File: src/rtl/rs232_pkg.sv
// rs232_pkg: parity mode constants and receiver state encoding shared by the rs232 receiver files
package rs232_pkg;
  localparam int PARITY_NONE = 0;
  localparam int PARITY_ODD = 1;
  localparam int PARITY_EVEN = 2;
  typedef enum logic [2:0] {S_IDLE, S_START, S_DATA, S_PARITY, S_STOP, S_WAIT_HIGH} rx_state_t;
endpackage

File: src/rtl/rs232_rx_fifo.sv
// rs232_rx_fifo: first-word-fall-through receive FIFO with registered overrun pulse
module rs232_rx_fifo #(
  parameter int WIDTH = 10,
  parameter int DEPTH = 16
) (
  input  logic                     clock,
  input  logic                     resetn,
  input  logic                     push,
  input  logic [WIDTH-1:0]         wdata,
  input  logic                     ready,
  output logic [WIDTH-1:0]         head,
  output logic                     valid,
  output logic                     overrun,
  output logic [$clog2(DEPTH):0]   level
);
  localparam int AW = $clog2(DEPTH);
  logic [WIDTH-1:0] mem [DEPTH];
  logic [AW-1:0] wr_ptr, rd_ptr;
  logic full, pop, wr;
  assign valid = level != '0;
  assign full = level == (AW+1)'(DEPTH);
  assign pop = valid & ready;
  assign wr = push & (~full | pop);
  // empty FIFO presents zeros so the head fields read 0 out of reset
  assign head = valid ? mem[rd_ptr] : '0;
  always_ff @(posedge clock)
    if (wr) mem[wr_ptr] <= wdata;
  always_ff @(posedge clock or negedge resetn)
    if (!resetn) begin
      wr_ptr <= '0;
      rd_ptr <= '0;
      level <= '0;
      overrun <= 1'b0;
    end else begin
      wr_ptr <= wr_ptr + AW'(wr);
      rd_ptr <= rd_ptr + AW'(pop);
      level <= level + (AW+1)'(wr) - (AW+1)'(pop);
      overrun <= push & full & ~pop;
    end
endmodule

File: src/rtl/rs232_receive_fifo.sv
// rs232_receive_fifo: oversampling RS-232 deserializer with parity/framing checks feeding a FWFT FIFO
module rs232_receive_fifo
  import rs232_pkg::*;
#(
  parameter int CLOCK_FREQ = 133000000,
  parameter int BAUD_RATE = 12000000,
  parameter int DATA_BITS = 8,
  parameter int PARITY = 0,
  parameter int STOP_BITS = 1,
  parameter int FIFO_DEPTH = 16
) (
  input  logic                         clock,
  input  logic                         resetn,
  input  logic                         rs232_txd,
  output logic [DATA_BITS-1:0]         data,
  output logic                         frame_error,
  output logic                         parity_error,
  output logic                         valid,
  input  logic                         ready,
  output logic                         overrun,
  output logic [$clog2(FIFO_DEPTH):0]  level
);
  localparam int DIV = (CLOCK_FREQ + BAUD_RATE / 2) / BAUD_RATE;
  localparam int HALF = DIV / 2;
  localparam int CW = $clog2(DIV);
  if (DIV < 4 || DATA_BITS < 5 || DATA_BITS > 9 || STOP_BITS < 1 || STOP_BITS > 2 || PARITY > 2 ||
      FIFO_DEPTH < 2 || (FIFO_DEPTH & (FIFO_DEPTH - 1)) != 0) begin : g_param_check
    $error("rs232_receive_fifo: illegal parameter combination");
  end
  rx_state_t state, state_nxt;
  logic [1:0] sync;
  logic rx, rx_d, fall, tick, push, par_err, frm_err, par_bad;
  logic [CW-1:0] cnt;
  logic [3:0] bit_idx;
  logic [DATA_BITS-1:0] shreg;
  assign rx = sync[1];
  assign fall = rx_d & ~rx;
  assign tick = cnt == '0;
  assign par_bad = ^shreg ^ rx ^ (PARITY == PARITY_ODD);
  always_comb begin
    state_nxt = state;
    push = 1'b0;
    case (state)
      S_IDLE:      state_nxt = fall ? S_START : S_IDLE;
      S_START:     if (tick) state_nxt = rx ? S_IDLE : S_DATA;
      S_DATA:      if (tick && bit_idx == 4'(DATA_BITS - 1))
                     state_nxt = PARITY != PARITY_NONE ? S_PARITY : S_STOP;
      S_PARITY:    if (tick) state_nxt = S_STOP;
      S_STOP:      if (tick && bit_idx == 4'(STOP_BITS - 1)) begin
                     push = 1'b1;
                     state_nxt = rx ? S_IDLE : S_WAIT_HIGH;
                   end
      S_WAIT_HIGH: state_nxt = rx ? S_IDLE : S_WAIT_HIGH;
      default:     state_nxt = S_IDLE;
    endcase
  end
  always_ff @(posedge clock or negedge resetn)
    if (!resetn) begin
      state <= S_IDLE;
      sync <= 2'b11;
      rx_d <= 1'b1;
      cnt <= '0;
      bit_idx <= '0;
      shreg <= '0;
      par_err <= 1'b0;
      frm_err <= 1'b0;
    end else begin
      state <= state_nxt;
      sync <= {sync[0], rs232_txd};
      rx_d <= rx;
      // first expiry lands mid start bit, later ones one bit period apart
      cnt <= state == S_IDLE ? CW'(HALF) : tick ? CW'(DIV - 1) : cnt - 1'b1;
      bit_idx <= state_nxt != state ? '0 : bit_idx + 4'(tick);
      shreg <= state == S_DATA && tick ? {rx, shreg[DATA_BITS-1:1]} : shreg;
      par_err <= state == S_IDLE ? 1'b0 : state == S_PARITY && tick ? par_bad : par_err;
      frm_err <= state == S_IDLE ? 1'b0 : state == S_STOP && tick ? frm_err | ~rx : frm_err;
    end
  rs232_rx_fifo #(.WIDTH(DATA_BITS + 2), .DEPTH(FIFO_DEPTH)) u_fifo (
    .clock   (clock),
    .resetn  (resetn),
    .push    (push),
    .wdata   ({frm_err | ~rx, par_err, shreg}),
    .ready   (ready),
    .head    ({frame_error, parity_error, data}),
    .valid   (valid),
    .overrun (overrun),
    .level   (level)
  );
endmodule

File: config.mk
export PLATFORM = sky130hd
export DESIGN_NAME = rs232_receive_fifo
export DESIGN_NICKNAME = d
export VERILOG_FILES = /design/src/rtl/rs232_pkg.sv /design/src/rtl/rs232_rx_fifo.sv /design/src/rtl/rs232_receive_fifo.sv
export SDC_FILE = /design/constraint.sdc
export NUM_CORES = 1
export LEC_CHECK = 0
export CAP_MARGIN = 15
export CORE_AREA = 2 2 120 122
export DETAILED_ROUTE_END_ITERATION = 12
export DIE_AREA = 0 0 122 124
export HOLD_SLACK_MARGIN = 0.02
export PLACE_DENSITY = 0.77
export SETUP_SLACK_MARGIN = 0.05
export SYNTH_ARGS = -nofsm -noshare
export SYNTH_HDL_FRONTEND = slang
export SYNTH_HIERARCHICAL = 1
export SYNTH_SLANG_ARGS = --single-unit
File: constraint.sdc
create_clock -name clock -period 4.02 [get_ports clock]
set_input_delay 0.402 -clock clock [delete_from_list [all_inputs] [get_ports clock]]
set_output_delay 0.402 -clock clock [all_outputs]
set_load 0.05 [all_outputs]
== Word level (Yosys, flattened, before mapping) ==
Memory sizes are Yosys's and may differ from the RTL's.
Cells that the tools add are included.
Widths: inputs -> output; s select.

* Add/subtract/negate cells: 6
* Mux-type cells: 20
* Equality and inequality tests: 8
* Reductions and logical operators: 12
* Bitwise gates (word level): 11

{| class="wikitable"
|+ Operator list
! operator !! number
|-
| $pmux 3 s6 || 1
|-
| $mux 3 || 5
|-
| $add 4x1->4 || 3
|-
| $mux 4 || 3
|-
| $mux 10 || 1
|-
| $mux 1 || 9
|-
| $logic_not 4->1 || 2
|-
| $reduce_xor 8->1 || 1
|-
| $eq 3x2->1 const B || 2
|-
| $eq 3x3->1 const B || 2
|-
| $add 5x1->5 || 1
|-
| $and 1x1->1 || 5
|-
| $eq 5x5->1 const B || 1
|-
| $logic_and 1x1->1 || 5
|-
| $reduce_bool 5->1 || 1
|-
| $sub 5x1->5 || 1
|-
| $eq 4x3->1 const B || 1
|-
| $reduce_bool 2->1 || 2
|-
| $sub 4x1->4 const B || 1
|-
| $eq 3x1->1 const B || 1
|-
| $logic_not 3->1 || 1
|-
| $ne 3x3->1 || 1
|-
| $not 1->1 || 3
|-
| $mux 2 || 1
|-
| 2 further kinds || 3
|}

* Memories: 1
* Bits in writable memories: 160
* Logic and storage cells: 70
* Input port bits: 4
* Output and inout port bits: 17
* Flip-flop bits (word level): 38

{| class="wikitable"
|+ Memory list
! memory !! depth !! bits a word !! rd ports !! clocked after Yosys merged registers in !! wr ports !! RTL line !! text
|-
| u_fifo.mem || 16 || 10 || 1 || 0 || 1 || rs232_rx_fifo.sv:17 || <nowiki>logic [WIDTH-1:0] mem [DEPTH];</nowiki>
|}

== Longest topological paths before layout ==
Gate-level depths: netlist (run 1).

* Depth in word-level cells: 7
* Depth in mapped cells: 14
* Gate-level depth less buffers: 14

== By module ==
Netlist (run 1), hierarchy kept.

{| class="wikitable"
|+ By module, submodules not included
! module !! seq. area each (um2) !! area each (um2) !! instances !! cells each
|-
| rs232_rx_fifo || 5154.9 || 6982.9 || 1 || 336
|-
| rs232_receive_fifo || 604.3 || 1228.7 || 1 || 109
|}

== Worst setup path before layout (run 1) ==
Ideal clock, no wire load.

* Kind: reg-to-output
* Start point: reg u_fifo.level[2]
* End point: out data[0]
* Required time: 3.618 ns
* Arrival time: 2.595 ns
* Path slack: 1.023 ns
* Stages on the path, launching flop included: 7
* Path buffers: 1
* Cells stage by stage: dfrtp_1 -> inv_1 -> ha_1 -> or3b_1 -> nor2_1 -> clkbuf_1 -> a211oi_1

* Word-level cells in the longest chain between the ends: 2

{| class="wikitable"
|+ RTL lines
! element !! RTL line !! text
|-
| start, declared || rs232_rx_fifo.sv:14 || <nowiki>output logic [$clog2(DEPTH):0] level</nowiki>
|-
| start signal, assigned || rs232_rx_fifo.sv:37 || <nowiki>level <= level + (AW+1)'(wr) - (AW+1)'(pop);</nowiki>
|-
| $reduce_bool 5->1 || rs232_rx_fifo.sv:20 || <nowiki>assign valid = level != '0;</nowiki>
|-
| $mux 10 || rs232_rx_fifo.sv:25 || <nowiki>assign head = valid ? mem[rd_ptr] : '0;</nowiki>
|-
| end, declared || rs232_receive_fifo.sv:15 || <nowiki>output logic [DATA_BITS-1:0] data,</nowiki>
|}

Every way passes these cells.

== Worst setup path after layout (run 1) ==
* Start point: reg u_fifo.rd_ptr[1]
* End point: out parity_error

* Word-level cells in the longest chain between the ends: 2

{| class="wikitable"
|+ RTL lines
! element !! RTL line !! text
|-
| start, declared || rs232_rx_fifo.sv:18 || <nowiki>logic [AW-1:0] wr_ptr, rd_ptr;</nowiki>
|-
| start signal, assigned || rs232_rx_fifo.sv:36 || <nowiki>rd_ptr <= rd_ptr + AW'(pop);</nowiki>
|-
| $mem_v2 16x10 || - ||
|-
| $mux 10 || rs232_rx_fifo.sv:25 ||
|-
| end, declared || rs232_receive_fifo.sv:17 || <nowiki>output logic parity_error,</nowiki>
|}

Every way passes these cells.

==> results_dict.tcl, run 1 <==
set metrics [dict create \
    wl_per_cell_um 23.1 \
    drive_gt1_share_pct 19.9 \
    ys_ff_latch 198 \
    synthArstFlopShare_pct 19.2 \
    rsz0062_at_grt "false" \
    fin_hold_ws_ns 0.0811 \
    diodes 0 \
    post_cts_resized 0 \
    status "completed" \
    synthesis.nets 464 \
    reg2reg_slack_ns 0.88 \
    drv_cap 0 \
    ys_warn_count 6 \
    syn_area_per_cell_um2 18.5 \
    first_global_vias 4363 \
    worstPathRequired_ns 3.62 \
    vias 4205 \
    synth_top_area_share_pct 58.5 \
    die_x_um 122 \
    synthFlopType "edfxtp_1" \
    drt-total-wl_um 15700 \
    worstPathArrival_ns 3.26 \
    globalplace.congestion 0.779 \
    hold_class "input port to asynchronous set/reset pin" \
    fin_util_pct 67.4 \
    core-area_um2 13700 \
    timing.final.hold_violations 0 \
    io_pins 21 \
    powerDensity_nw_per_um2 649 \
    period_share_pct 91.1 \
    grt_use_total_pct 23.0 \
    rows 43 \
    nets 504 \
    final_antenna_net_count 0 \
    p_leak_nw 3.34 \
    area_growth_syn_to_layout_pct 12.6 \
    fin_setup_tns_ns 0 \
    syn_inst 445 \
    drtPass1Iterations 5 \
    post-dp-hpwl_um 9760 \
    die_area_um2 15100 \
    grt_overflow 0 \
    crit_path_start_kind "register" \
    cts_buffers 17 \
    yosysTopAreaCell "edfxtp_1" \
    finalSetupViolCount 0 \
    synth_enable_flop_cells 160 \
    end_kind "primary output" \
    grt_first_pass_wirelength_um 24700 \
    clock_skew_ns 0.0141 \
    start_util_pct 59.9 \
    grt_antenna_before_repair 0 \
    ys_types 53 \
    worst-slew-pin-transition_ns 0.894 \
    port_buffers 20 \
    period_minus_slack_ns 3.66 \
    fmax_mhz 273 \
    slew_viol_final 0 \
    grt_max_degree 39 \
    clockBufferDepth 2 \
    synth_seq_area_share_pct 70.1 \
    vdd_drop_max_v 0.000492 \
    dr.first_iter.drc_count 369 \
    fp.dieH_um 124 \
    clk_latency_ns 0.43 \
    synth_area_um2 8210 \
    clkTransAtPathRegs_ns 0.08 \
    viasPerCell 6.20 \
    cts-root-buf "clkbuf_16" \
    synth_area_leaders "edfxtp_1 59%, dfrtp_1 11%, mux4_2 7.1%" \
    critPathMaxFanout 24 \
    fillCellCount 892 \
    fin_ws_ns 0.360 \
    post_cts_buffers 0 \
    worstSetupPathType "register to primary output" \
    cts.htree.levels 4 \
    cts_hold_buf 0 \
    dp_slack_ns 0.802 \
    relSlewSlack_pct 40.4 \
    cts_sinks 198 \
    cts_tree "built" \
    drc 0 \
]
[final timing paths]
kind,from,end,cells after the start
max in group asynchronous,resetn,u_fifo/rd_ptr[0],1
setup / recovery,u_fifo/rd_ptr[1],parity_error,4
min in group clock,sync[0],sync[1],0
setup reg to reg,cnt[0],u_fifo/level[4],14
hold reg to reg,sync[0],sync[1],0
hold / removal,resetn,u_fifo/level[3],1
[synthesized netlist by cell type, types with 3 or more instances]
master and instances:
inv_1 14, mux4_2 26, nor2_1 18, edfxtp_1 160, nand3_1 5, nand3b_1 3
xor2_1 6, mux2i_1 10, nand2b_1 5, nand2_1 5, dfstp_2 3, mux4_1 14
xnor2_1 10, mux2_2 7, ha_1 14, buf_2 3, nor2b_1 11, dfrtp_1 35
clkbuf_1 11, a211oi_1 24, a21oi_1 6, o21ai_0 9, nor3_1 6
[report_power, final]
| group | switching, mW | total (mW) | internal (mW) |
|---|---|---|---|
| clock | 0.743 | 1.67 | 0.922 |
| combinational | 0.973 | 1.75 | 0.772 |
| sequential | 0.275 | 2.59 | 2.31 |
[cells by family (layout without fill, tap and decap cells)]
| group | Yosys count | after routing | synth area share, % |
|---|---|---|---|
| flops | 198 | 198 | 70.1 |
| buf+inv | 36 | 89 | 2.36 |
| simple gates | 70 | 70 | 5.03 |
| mux | 57 | 57 | 13.8 |
| xor+xnor | 17 | 17 | 1.98 |
| fa+ha+maj | 15 | 15 | 2.38 |
| compound gates | 52 | 52 | 4.33 |
[layout make-up]
type | count | area, µm² | share of cell area (%)
Timing Repair Buffer | 41 | 365 | 3.95
Inverter | 16 | 60.1 | 0.649
Sequential cell | 198 | 5760 | 62.3
Tap cell | 180 | 225 | 2.43
Clock inverter | 14 | 151 | 1.64
Multi-Input combinational cell | 211 | 2260 | 24.4
Clock buffer | 18 | 429 | 4.64
[layout by cell type (no fill, tap or decap), types with 11 or more instances in the layout]
cell | netlist | final
a211oi_1 | 24 | 24
buf_4 | 2 | 20
clkbuf_16 | 0 | 17
clkdlybuf4s50_1 | 0 | 19
dfrtp_1 | 35 | 34
edfxtp_1 | 160 | 160
ha_1 | 14 | 14
inv_1 | 14 | 14
mux4_1 | 14 | 14
mux4_2 | 26 | 26
nor2_1 | 18 | 18
nor2b_1 | 11 | 11
[state kept, by name (all words and copies together), names as in the netlist]
signal,count
bit_idx,4
cnt,4
frm_err,1
par_err,1
rx_d,1
shreg,8
state,3
sync,2
u_fifo/level,5
u_fifo/mem,160
u_fifo/overrun,1
u_fifo/rd_ptr,4
u_fifo/wr_ptr,4
[through the flow]
stage	cells	area [µm²]	total power, mW
detailed placement	646	8670	4.39
global route	678	9250	6.25
global placement	646	8670	4.33
CTS	678	9250	6.04
floorplan	445	8210	3.92
finish	678	9250	6.00
[routing by layer]
layer | vias to the layer above | track usage [%] | routed length [µm]
li1 | 1854 | - | -
met1 | 2188 | 30.1 | 6510
met2 | 137 | 37.8 | 7950
met3 | 26 | 5.72 | 879
met4 | 0 | 8.84 | 322
met5 | - | 0 | 0
[critical path, cell delays in order (launching register included)]
cell and delay [ns]:
dfrtp_1 0.93, buf_4 0.43, a211oi_1 0.16, a211oi_1 0.42, clkdlybuf4s50_1 0.89
Power figures use the tool's default switching activity.
==> run 2: changes to the inputs <==
--- a/config.mk
+++ b/config.mk
@@ -5,14 +5,13 @@
 export SDC_FILE = /design/constraint.sdc
 export NUM_CORES = 1
 export LEC_CHECK = 0
-export CAP_MARGIN = 15
-export CORE_AREA = 2 2 120 122
+export CAP_MARGIN = 20
+export CORE_AREA = 2 2 119 121
 export DETAILED_ROUTE_END_ITERATION = 12
-export DIE_AREA = 0 0 122 124
+export DIE_AREA = 0 0 121 123
 export HOLD_SLACK_MARGIN = 0.02
 export PLACE_DENSITY = 0.77
 export SETUP_SLACK_MARGIN = 0.05
 export SYNTH_ARGS = -nofsm -noshare
 export SYNTH_HDL_FRONTEND = slang
-export SYNTH_HIERARCHICAL = 1
 export SYNTH_SLANG_ARGS = --single-unit
==> run 2 against run 1 <==
Effect of this change:
- clock skew decreased by 0.0037 ns
- largest power group unchanged
- register-to-register slack improved by 0.52 ns
- final area decreased by 0.68%
- first-iteration DRC count increased by 23%
==> results_dict.tcl, run 2 <==
set metrics [dict create \
    status "completed" \
    cts_tree "built" \
    fp.dieH_um 123 \
    worstSetupPathType "register to primary output" \
    switching_share_pct 32.4 \
    largest_reg_flops 160 \
    powerDensity_nw_per_um2 673 \
    grt_antenna_before_repair 0 \
    post_cts_resized 0 \
    synthFlopType "edfxtp_1" \
    crit_slowest_cell "dfrtp_2" \
    crit_path_start_kind "register" \
    grt_overflow 0 \
    die_x_um 121 \
    p_comb_share_pct 30.5 \
    highest_layer "met4" \
    grt_use_total_pct 23.7 \
    clk_latency_ns 0.43 \
    drive_gt1_share_pct 20.9 \
    yosysTopAreaCell "edfxtp_1" \
    clkTransAtPathRegs_ns 0.07 \
    io_pins 21 \
    fin_setup_tns_ns 0 \
    synth_top_family_by_area "multiplexers" \
    synth_area_leaders "edfxtp_1 59%, dfrtp_1 11%, mux4_2 8.9%" \
    first_global_vias 4344 \
    relSlewSlack_pct 41.2 \
    p_sw_mw 2.00 \
    vias 4212 \
    synth_seq_area_share_pct 71.2 \
    syn_area_per_cell_um2 18.4 \
    diodes 0 \
    rows 43 \
    die_area_um2 14900 \
    cts_buffers 17 \
    post-dp-hpwl_um 9790 \
    slowest_delay_ns 0.79 \
    layout_commonest_cell "edfxtp_1" \
    drt-total-wl_um 15900 \
    reg.largest.list "u_fifo.mem (160), shreg (8), u_fifo.level (5)" \
    drc 0 \
    muxShareOfSynthArea_pct 12.5 \
    core-area_um2 13600 \
    grt_max_degree 39 \
    synth_enable_flop_cells 160 \
    critPathMaxFanout 23 \
    cts-root-buf "clkbuf_16" \
    ys_warn_count 0 \
    power_mw 6.19 \
    dr_wl_met3_um 922 \
    globalplace.congestion 0.814 \
    dr.first_iter.drc_count 455 \
    regMostFlops "u_fifo.mem" \
    drtPass1Iterations 5 \
    fmax_mhz 280 \
    drv_cap 0 \
    synth_compound_area_share_pct 4.35 \
    grt_first_pass_wirelength_um 25100 \
    rsz0062_at_grt "false" \
    port_buffers 20 \
    ys_ff_latch 198 \
    synth_top_area_share_pct 59.4 \
    ys_types 52 \
    slew_viol_final 0 \
    syn_inst 439 \
    finalSetupViolCount 0 \
    cts_sinks 198 \
    worst-slew-pin-transition_ns 0.882 \
    wl_met2_um 8300 \
    period_share_pct 88.9 \
    timing.final.hold_violations 0 \
    hold_class "input port to asynchronous set/reset pin" \
    multi_input_area_um2 2150 \
    seqCellArea_um2 5760 \
    synth-xor-area-share_pct 2.12 \
    worstPathRequired_ns 3.62 \
    yosys-top-cells-count "160 x edfxtp_1, 35 x dfrtp_1, 32 x mux4_2, 26 x nor2_1, 20 x a22oi_1" \
    fillCellCount 887 \
    wl_met1_um 6330 \
    synthAdderAreaFrac_pct 2.41 \
    clkPwrFrac_pct 28.8 \
    pwr-share-seq_pct 40.7 \
    synthSimpleGateAreaFrac_pct 5.26 \
    start_util_pct 59.4 \
    viasPerCell 6.26 \
    period_minus_slack_ns 3.57 \
    worstPathArrival_ns 3.17 \
    most-common-layout-cells "160 x edfxtp_1, 34 x dfrtp_1, 32 x mux4_2" \
    crit_chain "buf_12 -> mux4_2 -> a22oi_1 -> a21oi_1 -> clkdlybuf4s50_1" \
    wl_per_cell_um 23.6 \
    synthesis.nets 458 \
    cts_hold_buf 0 \
    end_kind "primary output" \
    yosysMostFrequentCell "edfxtp_1" \
    post_cts_buffers 0 \
    synth_area_um2 8090 \
    clockBufferDepth 2 \
    vdd_drop_max_v 0.000502 \
    cts.htree.levels 4 \
    final_antenna_net_count 0 \
    synthArstFlopShare_pct 19.2 \
    p_leak_nw 3.22 \
    nets 499 \
    p_int_mw 4.18 \
    area_growth_syn_to_layout_pct 13.6 \
    clock_skew_ns 0.0103 \
]
-- run 2: cell types whose count changed in the layout (fill, tap and decap cells not counted), sizes merged, moves of 4 or more --
cell / change
a21oi: +12
nor2b: -7
mux2i: -10
nor2: +8
a22oi: +20
o21ai: -4
a211oi: -25
inv: -7
nand2: +5
clkbuf: +5
-- run 2: power groups by stage --
stage / Combinational [mW] / Clock (mW) / Sequential, mW
floorplan: 1.39 / 0 / 2.53
global placement: 1.84 / 0 / 2.54
detailed placement: 1.90 / 0 / 2.56
CTS: 1.91 / 1.80 / 2.52
global route: 2.03 / 1.88 / 2.54
finish: 1.89 / 1.78 / 2.52
-- run 2: cells by family (layout without fill, tap and decap cells) --
family / Yosys count / after routing
flip-flops: 198 / 198
AND/OR/NAND/NOR: 74 / 74
AO/OA/AOI/OAI: 54 / 54
multiplexers: 47 / 47
buffers and inverters: 33 / 87
XOR/XNOR: 18 / 18
adder cells (fa/ha/maj): 15 / 15
-- run 2: metrics by stage --
step	instances	instance area [µm²]	setup WS, ns	util [%]	hold slack (ns)
after floorplan	439	8090	1.54	-	0.106
after global placement	641	8560	0.909	62.9	0.346
after detailed placement	641	8560	0.856	62.9	0.347
after CTS	673	9190	0.392	67.5	0.110
after global routing	673	9190	0.252	67.5	0.153
final	673	9190	0.446	67.5	0.0955
-- run 2: final cells by class --
cell class / instances / share of cell area, %
Multi-Input combinational cell: 208 / 23.4
Clock buffer: 23 / 5.20
Timing Repair Buffer: 42 / 4.06
Inverter: 13 / 0.531
Clock inverter: 9 / 1.62
Sequential cell: 198 / 62.7
Tap cell: 180 / 2.45
-- run 2: path summary, 6_finish.rpt --
path                             startpoint                to  slack (ns)  depth (start not counted)
min in group clock                  sync[0]           sync[1]        0.36                          0
min                                  resetn        bit_idx[2]         0.1                          1
max reg2reg                          cnt[0]  u_fifo.mem[3][6]        1.40                          7
min reg2reg                         sync[0]           sync[1]        0.36                          0
max                        u_fifo.rd_ptr[0]           data[1]        0.45                          5
max in group asynchronous            resetn  u_fifo.rd_ptr[0]        3.31                          1
-- run 2: per-layer routing --
metal  GRT usage, %  vias up
li1               -     1835
met1           30.8     2188
met2           39.5      164
met3           5.21       25
met4           9.45        0
met5              0        -
-- run 2: worst max-delay path, delay by kind of cell (launching register included) --
kind                   cells  cell delay, ns
buffers and inverters      2            1.03
flip-flops                 1            0.79
multiplexers               1            0.53
AO/OA/AOI/OAI              2            0.39
==> run 3: changes to the inputs <==
--- a/config.mk
+++ b/config.mk
@@ -6,12 +6,13 @@
 export NUM_CORES = 1
 export LEC_CHECK = 0
 export CAP_MARGIN = 20
-export CORE_AREA = 2 2 119 121
+export CORE_AREA = 2 2 120 122
 export DETAILED_ROUTE_END_ITERATION = 12
-export DIE_AREA = 0 0 121 123
+export DIE_AREA = 0 0 122 124
 export HOLD_SLACK_MARGIN = 0.02
 export PLACE_DENSITY = 0.77
 export SETUP_SLACK_MARGIN = 0.05
 export SYNTH_ARGS = -nofsm -noshare
 export SYNTH_HDL_FRONTEND = slang
+export SYNTH_HIERARCHICAL = 1
 export SYNTH_SLANG_ARGS = --single-unit
==> results of run 3 <==
Same layout as run 1: the final DEF is identical, and so are final timing and power.
